**src/rtl/prog_loader_pkg.sv**
```systemverilog
// Shared types and constants for the program-image loader.
// Optional checksum stage is enabled by defining PROG_LOADER_CHECKSUM_EN.
package prog_loader_pkg;

    typedef enum logic [2:0] {
        LEN_LO,
        LEN_HI,
        DATA,
        CSUM,
        DONE,
        ERR
    } state_e;

    localparam int unsigned HDR_BYTES      = 2;
    localparam int unsigned BYTES_PER_WORD = 4;

    function automatic logic [31:0] word_to_byte_addr(input logic [31:0] word_idx);
        return word_idx << 2;
    endfunction

endpackage

```
**src/rtl/prog_loader_ctrl_packer.sv**
```systemverilog
// Assembles little-endian 32-bit words from a byte stream; the first byte
// of each word lands in bits 7:0. word_valid_o pulses the cycle after byte 4.
module byte_word_packer
    import prog_loader_pkg::*;
(
    input  logic        clk,
    input  logic        rst,
    input  logic        byte_valid_i,
    input  logic [7:0]  byte_i,
    output logic        word_last_o,
    output logic        word_valid_o,
    output logic [31:0] word_o
);

    logic [1:0]  cnt_q,   cnt_d;
    logic [31:0] shift_q, shift_d;
    logic [31:0] word_q;
    logic        word_valid_q;

    assign word_last_o = byte_valid_i && (cnt_q == 2'(BYTES_PER_WORD - 1));

    always_comb begin
        cnt_d   = cnt_q;
        shift_d = shift_q;
        if (byte_valid_i) begin
            cnt_d   = cnt_q + 2'd1;
            shift_d = {byte_i, shift_q[31:8]};
        end
    end

    // word_q is a separate copy so the write data stays stable while the
    // next word's bytes are already shifting in.
    always_ff @(posedge clk) begin
        if (rst) begin
            cnt_q        <= '0;
            shift_q      <= '0;
            word_q       <= '0;
            word_valid_q <= 1'b0;
        end else begin
            cnt_q        <= cnt_d;
            shift_q      <= shift_d;
            word_valid_q <= word_last_o;
            if (word_last_o) begin
                word_q <= shift_d;
            end
        end
    end

    assign word_valid_o = word_valid_q;
    assign word_o       = word_q;

endmodule

```
**src/rtl/prog_loader_ctrl.sv**
```systemverilog
// Boot loader: holds the core idle, streams a length-prefixed image into
// instruction memory, then releases it. PROG_LOADER_CHECKSUM_EN adds a trailing XOR checksum byte.
module prog_loader_ctrl
    import prog_loader_pkg::*;
#(
    parameter int unsigned MEM_WORDS = 1024,
    parameter int unsigned IDX_W     = $clog2(MEM_WORDS)
) (
    input  logic        clk,
    input  logic        rst,
    input  logic        rx_valid,
    input  logic [7:0]  rx_data,
    output logic        rx_ready,
    input  logic        reload,
    output logic        imem_we,
    output logic [31:0] imem_addr,
    output logic [31:0] imem_wdata,
    output logic        cpu_run,
    output logic        load_done,
    output logic        load_err,
    output logic [15:0] words_loaded
);

    state_e             state_q;
    logic               rx_ready_q;
    logic               cpu_run_q;
    logic               load_done_q;
    logic               load_err_q;
    logic [15:0]        len_q;
    logic [15:0]        words_loaded_q;
    logic [IDX_W-1:0]   word_idx_q;
    logic [31:0]        imem_addr_q;
`ifdef PROG_LOADER_CHECKSUM_EN
    logic [7:0]         csum_q;
`endif

    logic               rx_fire;
    logic               byte_in_data;
    logic               word_last;
    logic               last_word;
    logic [15:0]        hdr_len;

    assign rx_fire      = rx_valid && rx_ready_q;
    assign byte_in_data = rx_fire && (state_q == DATA);
    assign hdr_len      = {rx_data, len_q[7:0]};
    assign last_word    = (words_loaded_q + 16'd1) == len_q;

    byte_word_packer u_packer (
        .clk          (clk),
        .rst          (rst),
        .byte_valid_i (byte_in_data),
        .byte_i       (rx_data),
        .word_last_o  (word_last),
        .word_valid_o (imem_we),
        .word_o       (imem_wdata)
    );

    always_ff @(posedge clk) begin
        if (rst) begin
            state_q        <= LEN_LO;
            rx_ready_q     <= 1'b1;
            cpu_run_q      <= 1'b0;
            load_done_q    <= 1'b0;
            load_err_q     <= 1'b0;
            len_q          <= '0;
            words_loaded_q <= '0;
            word_idx_q     <= '0;
            imem_addr_q    <= '0;
`ifdef PROG_LOADER_CHECKSUM_EN
            csum_q         <= '0;
`endif
        end else begin
            case (state_q)
                LEN_LO: begin
                    if (rx_fire) begin
                        len_q   <= {8'h00, rx_data};
                        state_q <= LEN_HI;
                    end
                end
                LEN_HI: begin
                    if (rx_fire) begin
                        len_q <= hdr_len;
                        if (hdr_len == '0) begin
                            state_q     <= DONE;
                            rx_ready_q  <= 1'b0;
                            cpu_run_q   <= 1'b1;
                            load_done_q <= 1'b1;
                        end else if (hdr_len > 16'(MEM_WORDS)) begin
                            state_q    <= ERR;
                            rx_ready_q <= 1'b0;
                            load_err_q <= 1'b1;
                        end else begin
                            state_q <= DATA;
                        end
                    end
                end
                DATA: begin
`ifdef PROG_LOADER_CHECKSUM_EN
                    if (rx_fire) begin
                        csum_q <= csum_q ^ rx_data;
                    end
`endif
                    // Address and count register alongside the packer's
                    // write strobe, so all three appear together next cycle.
                    if (word_last) begin
                        imem_addr_q    <= word_to_byte_addr(32'(word_idx_q));
                        words_loaded_q <= words_loaded_q + 16'd1;
                        if (last_word) begin
`ifdef PROG_LOADER_CHECKSUM_EN
                            state_q <= CSUM;
`else
                            state_q    <= DONE;
                            rx_ready_q <= 1'b0;
`endif
                        end else begin
                            word_idx_q <= word_idx_q + IDX_W'(1);
                        end
                    end
                end
`ifdef PROG_LOADER_CHECKSUM_EN
                CSUM: begin
                    if (rx_fire) begin
                        rx_ready_q <= 1'b0;
                        if (rx_data == csum_q) begin
                            state_q     <= DONE;
                            cpu_run_q   <= 1'b1;
                            load_done_q <= 1'b1;
                        end else begin
                            state_q    <= ERR;
                            load_err_q <= 1'b1;
                        end
                    end
                end
`endif
                DONE, ERR: begin
                    if (reload) begin
                        state_q        <= LEN_LO;
                        rx_ready_q     <= 1'b1;
                        cpu_run_q      <= 1'b0;
                        load_done_q    <= 1'b0;
                        load_err_q     <= 1'b0;
                        len_q          <= '0;
                        words_loaded_q <= '0;
                        word_idx_q     <= '0;
`ifdef PROG_LOADER_CHECKSUM_EN
                        csum_q         <= '0;
`endif
                    end else if (state_q == DONE) begin
                        // Entering DONE from DATA lands on the final write
                        // cycle; the core is released one cycle later.
                        cpu_run_q   <= 1'b1;
                        load_done_q <= 1'b1;
                    end
                end
                default: begin
                    state_q <= LEN_LO;
                end
            endcase
        end
    end

    assign rx_ready     = rx_ready_q;
    assign cpu_run      = cpu_run_q;
    assign load_done    = load_done_q;
    assign load_err     = load_err_q;
    assign words_loaded = words_loaded_q;
    assign imem_addr    = imem_addr_q;

endmodule

```
**config.mk**
```make
export PLATFORM = sky130hd
export DESIGN_NAME = prog_loader_ctrl
export DESIGN_NICKNAME = d
export VERILOG_FILES = /design/src/rtl/prog_loader_pkg.sv /design/src/rtl/prog_loader_ctrl_packer.sv /design/src/rtl/prog_loader_ctrl.sv
export SDC_FILE = /design/constraint.sdc
export NUM_CORES = 1
export LEC_CHECK = 0
export BUFFER_PORTS_ARGS = -buffer_cell sky130_fd_sc_hd__buf_4
export CORE_ASPECT_RATIO = 0.75
export CORE_MARGIN = 8
export CORE_UTILIZATION = 50
export DETAILED_ROUTE_END_ITERATION = 10
export MAX_ROUTING_LAYER = met4
export PLACE_DENSITY = 0.73
export SLEW_MARGIN = 20
export SYNTH_ARGS = -nofsm -noshare
export SYNTH_HDL_FRONTEND = slang
export SYNTH_SLANG_ARGS = --single-unit
```
**constraint.sdc**
```tcl
create_clock -name clk -period 2.7 [get_ports clk]
set_input_delay 0.405 -clock clk [delete_from_list [all_inputs] [get_ports clk]]
set_output_delay 0.405 -clock clk [all_outputs]
set_load 0.01 [all_outputs]
```
==> results.ini, run 1 <==
[finish]
utilization_pct=62.89
syn2layout_area_growth_pct=25.26
n_antenna_cell=0
finalInstanceArea_um2=6751
mostFrequentLayoutCell=nand2_1
drive_gt1_share_pct=20.10
num-nets-final=783
fill_cells=966
final_cell_mix=nand2_1 (169), a21oi_1 (114), dfxtp_1 (111), buf_4 (101), nor2_1 (39)

[cts]
clkSinkCount=117
cts_root_buf=clkbuf_16
cts_tree=yes
postCtsSetupRepairBufs=0
clkLatencyLatePin_ps=410
cts_max_level=4
clk_pin_slew_ps=50
clockBufferDepth=2
cts_buffers=17

[min_path]
hold_path_class=input port to flop
holdPathStages=3
hp-start=rx_data[1]
hold_end=u_packer.shift_q[25]$_SDFF_PP0_

[die]
die_w_um=135.9
ios=97
coreArea_um2=10740
row_count=33
start_util_pct=50.21
fp.dieH_um=105.9
die_area_um2=14390

[power_and_ir_drop]
switchingPower_uw=1002
worst_ir_drop_vdd_mv=0.4611
cellLeakagePower_uw=0.002577
cellPowerDensity_nw_per_um2=669.8
internal-power_uw=3520
power_uw=4522
power_switching_share_pct=22.16
sequentialPowerShare_pct=39.5
power_frac_clock_pct=54.2
comb_power_share_pct=6.3

[run]
maxCapViolations=0

[routing]
wirelength_um=14720
avgRoutedWirePerCell_um=15.98
antenna_left=0
via_per_inst=5.419
drt_first_pass_iters=6
num_vias=4991
drt_iter0_drc=419
drc_errors=0

[critical_path]
crit_chain=ha_4 > nand4_1 > or3_4 > xnor2_1 > nand4_1 > nor4b_4 > buf_4 > a2111o_1 > or3_1 > a21oi_1
cp_max_fo=6
critPathKind=flop to flop
cp-start-kind=flop
critPathMaxStageDelay_ps=400
crit_path_top_delay_cell=a2111o_1
r2r-start=words_loaded[0]$_SDFFE_PP0P_
r2r-end=word_idx_q[9]$_SDFFE_PP0P_
rr_worst_depth=10
crit_required_ps=3030
crit_path_end_kind=flop
critPathMostFrequentCell=nand4_1
crit_arrival_ps=2910
cp_top_family=simple AND/OR/NAND/NOR gates
r2r_setup_slack_ps=120
worstPathBufferInverterCount=1

[grt]
grt_pass1_vias=4775
grt-ovfl-total=0
grt_usage_pct=21.32
antenna_found_initial=0
use_met1_pct=29.28
top_usage_layer=met2
use_met2_pct=29.73
use_met3_pct=5.042
grt_start_max_net_pins=55
grt_pass1_wl_um=24050

[sta]
rsz0062_at_grt=yes
setup_viol=0
fin_worst_skew_ps=6.956
fin_crit_sh_pct=95.59
period_minus_slack_ps=2581
holdWs_ps=286.4
drv_slew=0
max_freq_mhz=387.5
worst_slew_pin_slew_ps=716.3
hold_viol_final=0
setup_ws_ps=119.1
relSlewSlack_pct=52.07

[synthesis]
netlist_instances=695
synth_area_um2=5390
synth_area_per_cell_um2=7.756
ys.flop_type=dfxtp_1
yosysSeqAreaShare_pct=43.45
synth_warnings=0
ys_async_sr_fraction_pct=0
yosysUniqueCellTypes=53
ys_seq_elements=117
synth_edf_count=0

[run_status]
outcome=complete, no violations

[place]
place_congestion=0.9324
place_hpwl_um=10390
place_area_um2=6053
dp_worst_setup_slack_ps=-11.69
io_buffer_count=74

-- cell families after synthesis --
group | count (synthesis) | share of synthesized area, %
and+or+nand+nor | 308 | 27.04
xor gates and xnor gates | 29 | 4.968
other | 1 | 0.06957
adders and majority gates | 3 | 0.6965
DFF | 117 | 43.45
buffers and inverters | 76 | 7.149
AOI/OAI and AO/OA | 161 | 16.62
-- layer usage --
layer / wire length [µm] / vias to the layer above
li1: - / 2469
met1: 7156 / 2360
met2: 6452 / 147
met3: 909 / 15
met4: 204 / 0
met5: 0 / -
-- stage by stage --
| stage | cells | setup TNS, ps |
|---|---|---|
| 2_1_floorplan | 716 | 0 |
| 3_3_place_gp | 889 | 0 |
| 3_5_place_dp | 889 | -11.69 |
| 4_1_cts | 921 | 0 |
| 5_1_grt | 921 | -14.92 |
| 6_report | 921 | 0 |
-- sequential cells by signal (all words and copies together) (netlist names), 2 cells and up --
name and flops:
word_idx_q 10, state_q 3, u_packer.word_o 32, len_q 16, imem_addr 10, words_loaded 16, u_packer.shift_q 24, u_packer.cnt_q 2
-- how the worst max path moves through the flow --
stage | from | end | slack (ps) | cells past startpoint
after global routing | words_loaded[0]$_SDFFE_PP0P_ | word_idx_q[9]$_SDFFE_PP0P_ | -10 | 10
after global placement | words_loaded[0]$_SDFFE_PP0P_ | word_idx_q[9]$_SDFFE_PP0P_ | 70 | 10
final | words_loaded[0]$_SDFFE_PP0P_ | word_idx_q[9]$_SDFFE_PP0P_ | 120 | 10
after floorplan | words_loaded[1]$_SDFFE_PP0P_ | word_idx_q[6]$_SDFFE_PP0P_ | 70 | 10
after detailed placement | words_loaded[1]$_SDFFE_PP0P_ | word_idx_q[9]$_SDFFE_PP0P_ | -10 | 10
after CTS | words_loaded[1]$_SDFFE_PP0P_ | word_idx_q[9]$_SDFFE_PP0P_ | 3 | 10
-- area by class of cell --
type	instances	area, µm²	share of cell area [%]
clock buffers	25	505.5	7.487
well taps	140	175.2	2.595
flip-flops and latches	117	2350	34.80
inverters	8	30.03	0.4448
multi-input cells	523	2791	41.35
repair buffers	101	758.2	11.23
clock inverters	7	141.4	2.094
-- worst register-to-register path, cell delays in order, from the launching register on --
cell and delay (ps):
dfxtp_2 350, ha_4 160, nand4_1 190, or3_4 390
xnor2_1 150, nand4_1 130, nor4b_4 70, buf_4 160
a2111o_1 400, or3_1 350, a21oi_1 150
-- repair_timing --
item / CTS / global route
hold buffers: 0 / 0
pin swaps: 0 / 2
resized for setup: 1 / 14
setup endpoints to repair: 1 / 12
gates cloned: 0 / 0
-- power by group through the flow --
stage / sequential, µW / clock (µW) / combinational, µW
2_1_floorplan: 1810 / 0 / 220
3_3_place_gp: 1820 / 0 / 274
3_5_place_dp: 1820 / 0 / 276
4_1_cts: 1790 / 2480 / 278
5_1_grt: 1790 / 2560 / 311
6_report: 1790 / 2450 / 285
-- cell usage after synthesis, types with 2 or more instances --
cell       instances  share of area (%)
a2111oi_0          3               0.49
a211oi_1           3               0.42
a211oi_2           2               0.46
a21o_1             4               0.56
a21oi_1          115                 11
a22oi_1            2               0.28
a31o_1             2               0.33
and2_1             4               0.46
and3_1             5               0.58
and4_1             2               0.33
buf_1              4               0.28
buf_2              2               0.19
buf_4             24                3.3
clkbuf_1          37                2.6
dfxtp_1          117                 43
ha_1               3               0.70
inv_1              8               0.56
nand2_1          170                 12
nand2b_1           2               0.23
nand3_1           35                3.2
nand3b_1           6               0.84
nand4_1            6               0.70
nand4_4            2               0.79
nor2_1            40                2.8
nor2b_1            2               0.23
nor3_1             7               0.65
nor3b_1            2               0.28
nor4_1             5               0.58
nor4_4             2               0.79
o21ai_0           20                1.9
or3_1              9                1.0
or4_1              3               0.42
xnor2_1           20                3.2
xor2_1             8                1.3
No activity file was read; power rests on OpenSTA's default activity.
==> inputs of run 2 (changes only) <==
Settings changed: CORE_ASPECT_RATIO 0.75 to not set.
==> run 2 against run 1 <==
Clock-buffer cell count fell by 6. Total power fell by 3.7%. Die area fell by 0.24%. Global-route usage fell by 0.86 points. Via count rose by 1.9%. Register-to-register slack barely moved. Sequential share of layout area rose by 0.28 points. Combinational power rose by 2%. Fmax barely moved. Utilization fell by 0.42 points. Routed wire length fell by 0.16%. Critical endpoint is now word_idx_q[8]$_SDFFE_PP0P_.
==> results.ini, run 2 (same netlist as run 1, synthesis figures left out) <==
[run_status]
outcome=complete, no violations

[sta]
drv_slew=0
period_minus_slack_ps=2582
rsz0062_at_grt=no
max_freq_mhz=387.3
setup_viol=0
hold_viol_final=0
worst_slew_pin_slew_ps=719.7
holdWs_ps=170.1
relSlewSlack_pct=52.02
fin_crit_sh_pct=95.62
fin_worst_skew_ps=7.963
tns_ps=0

[cts]
clkLatencyLatePin_ps=520
clkSinkCount=117
clockBufferDepth=2
cts_max_level=4
cts_tree=yes
cts_buffers=17
cts_root_buf=clkbuf_8
clk_pin_slew_ps=60
cts_hold_buf=0

[grt]
grt_start_max_net_pins=85
grt-ovfl-total=0
grt_pass1_wl_um=23520
grt_pass1_vias=4711
antenna_found_initial=0
grt_usage_pct=20.46

[finish]
mostFrequentLayoutCell=nand2_1
num-nets-final=779
utilization_pct=62.47
multi_input_area_um2=2789
fill_cells=972
seqCellArea_um2=2345
final_cell_mix=nand2_1 (169), dfxtp_1 (115), a21oi_1 (114), buf_4 (96), nor2_1 (39)
syn2layout_area_growth_pct=23.98
largest_register_ff_count=32
drive_gt1_share_pct=19.69
instances_no_fill=917
n_antenna_cell=0

[die]
ios=97
coreArea_um2=10700
start_util_pct=50.39
fp.dieH_um=119.8
row_count=38
die_w_um=119.8
die_area_um2=14360

[power_and_ir_drop]
sequentialPowerShare_pct=41.0
comb_power_share_pct=6.7
worst_ir_drop_vdd_mv=0.4682
switchingPower_uw=1102
cellLeakagePower_uw=0.002548
power_switching_share_pct=25.32
internal-power_uw=3251
cellPowerDensity_nw_per_um2=651.4
power_frac_clock_pct=52.3

[routing]
drt_iter0_drc=382
avgRoutedWirePerCell_um=16.03
drt_first_pass_iters=5
via_per_inst=5.545
antenna_left=0
num_vias=5085
drc_errors=0
wirelength_um=14700

[critical_path]
critPathMostFrequentCell=nand4_1
crit_required_ps=3140
critPathKind=flop to flop
critPathMaxStageDelay_ps=450
crit_path_end_kind=flop
crit_arrival_ps=3020
cp_max_fo=5
cp-start-kind=flop
cp_top_family=simple AND/OR/NAND/NOR gates
crit_path_top_delay_cell=a2111o_1
worstPathBufferInverterCount=0
crit_chain=ha_2 > nand4_1 > or3_4 > xnor2_2 > nand4_1 > nor4b_4 > a2111o_1 > or3_1 > a21oi_1

[place]
dp.cells=884
io_buffer_count=74
place_hpwl_um=10240
place_congestion=0.9164

[min_path]
hold_path_class=input port to flop

[run]
maxCapViolations=0

run 2: tightest hold or removal path, stage by stage:
cell     delay, ps
buf_4          140
nand2_1         60
a21oi_1         50
run 2: layout make-up:
type | instances | share of cell area [%]
multi-input combinational | 523 | 41.73
tap | 140 | 2.621
clock inverter | 13 | 2.415
clock buffer | 19 | 6.609
inverter | 8 | 0.4494
sequential | 117 | 35.09
timing repair buffer | 97 | 11.08
run 2: metal layers:
layer	GRT usage [%]	routed length (µm)	vias up	share of wire, %
li1	-	-	2465	-
met1	25.09	6490	2442	44
met2	32.90	7102	162	48
met3	5.073	961	16	6.5
met4	5.543	144	0	0.98
met5	-	0	-	0
run 2: power by group through the flow:
stage / Sequential (µW) / Clock, µW / Combinational [µW]
finish: 1790 / 2280 / 291
detailed placement: 1820 / 0 / 276
global placement: 1820 / 0 / 275
floorplan: 1810 / 0 / 220
CTS: 1780 / 2300 / 279
global route: 1790 / 2380 / 319
run 2: final timing paths:
| check | cells after the start | slack, ps | startpoint | endpoint |
|---|---|---|---|---|
| worst min register to register | 2 | 450 | u_packer.shift_q[13]$_SDFF_PP0_ | u_packer.word_o[5]$_SDFFE_PP0P_ |
| worst min-delay path | 3 | 170 | rx_data[4] | u_packer.word_o[28]$_SDFFE_PP0P_ |
| worst max-delay path | 9 | 120 | words_loaded[1]$_SDFFE_PP0P_ | word_idx_q[8]$_SDFFE_PP0P_ |
| worst max register to register | 9 | 120 | words_loaded[1]$_SDFFE_PP0P_ | word_idx_q[8]$_SDFFE_PP0P_ |
run 2: timing repair:
item	4_1_cts	5_1_grt
resized for setup	0	11
setup buffers	0	1
setup endpoints to repair	0	14
run 2: per-stage QoR:
stage | total power, µW | instance area (µm²) | setup slack, ps
final | 4353 | 6683 | 118.2
after global routing | 4486 | 6683 | 1.975
after CTS | 4366 | 6635 | 43.42
after detailed placement | 2099 | 6032 | 61.44
after global placement | 2098 | 6028 | 89.98
after floorplan | 2034 | 5469 | 71.65
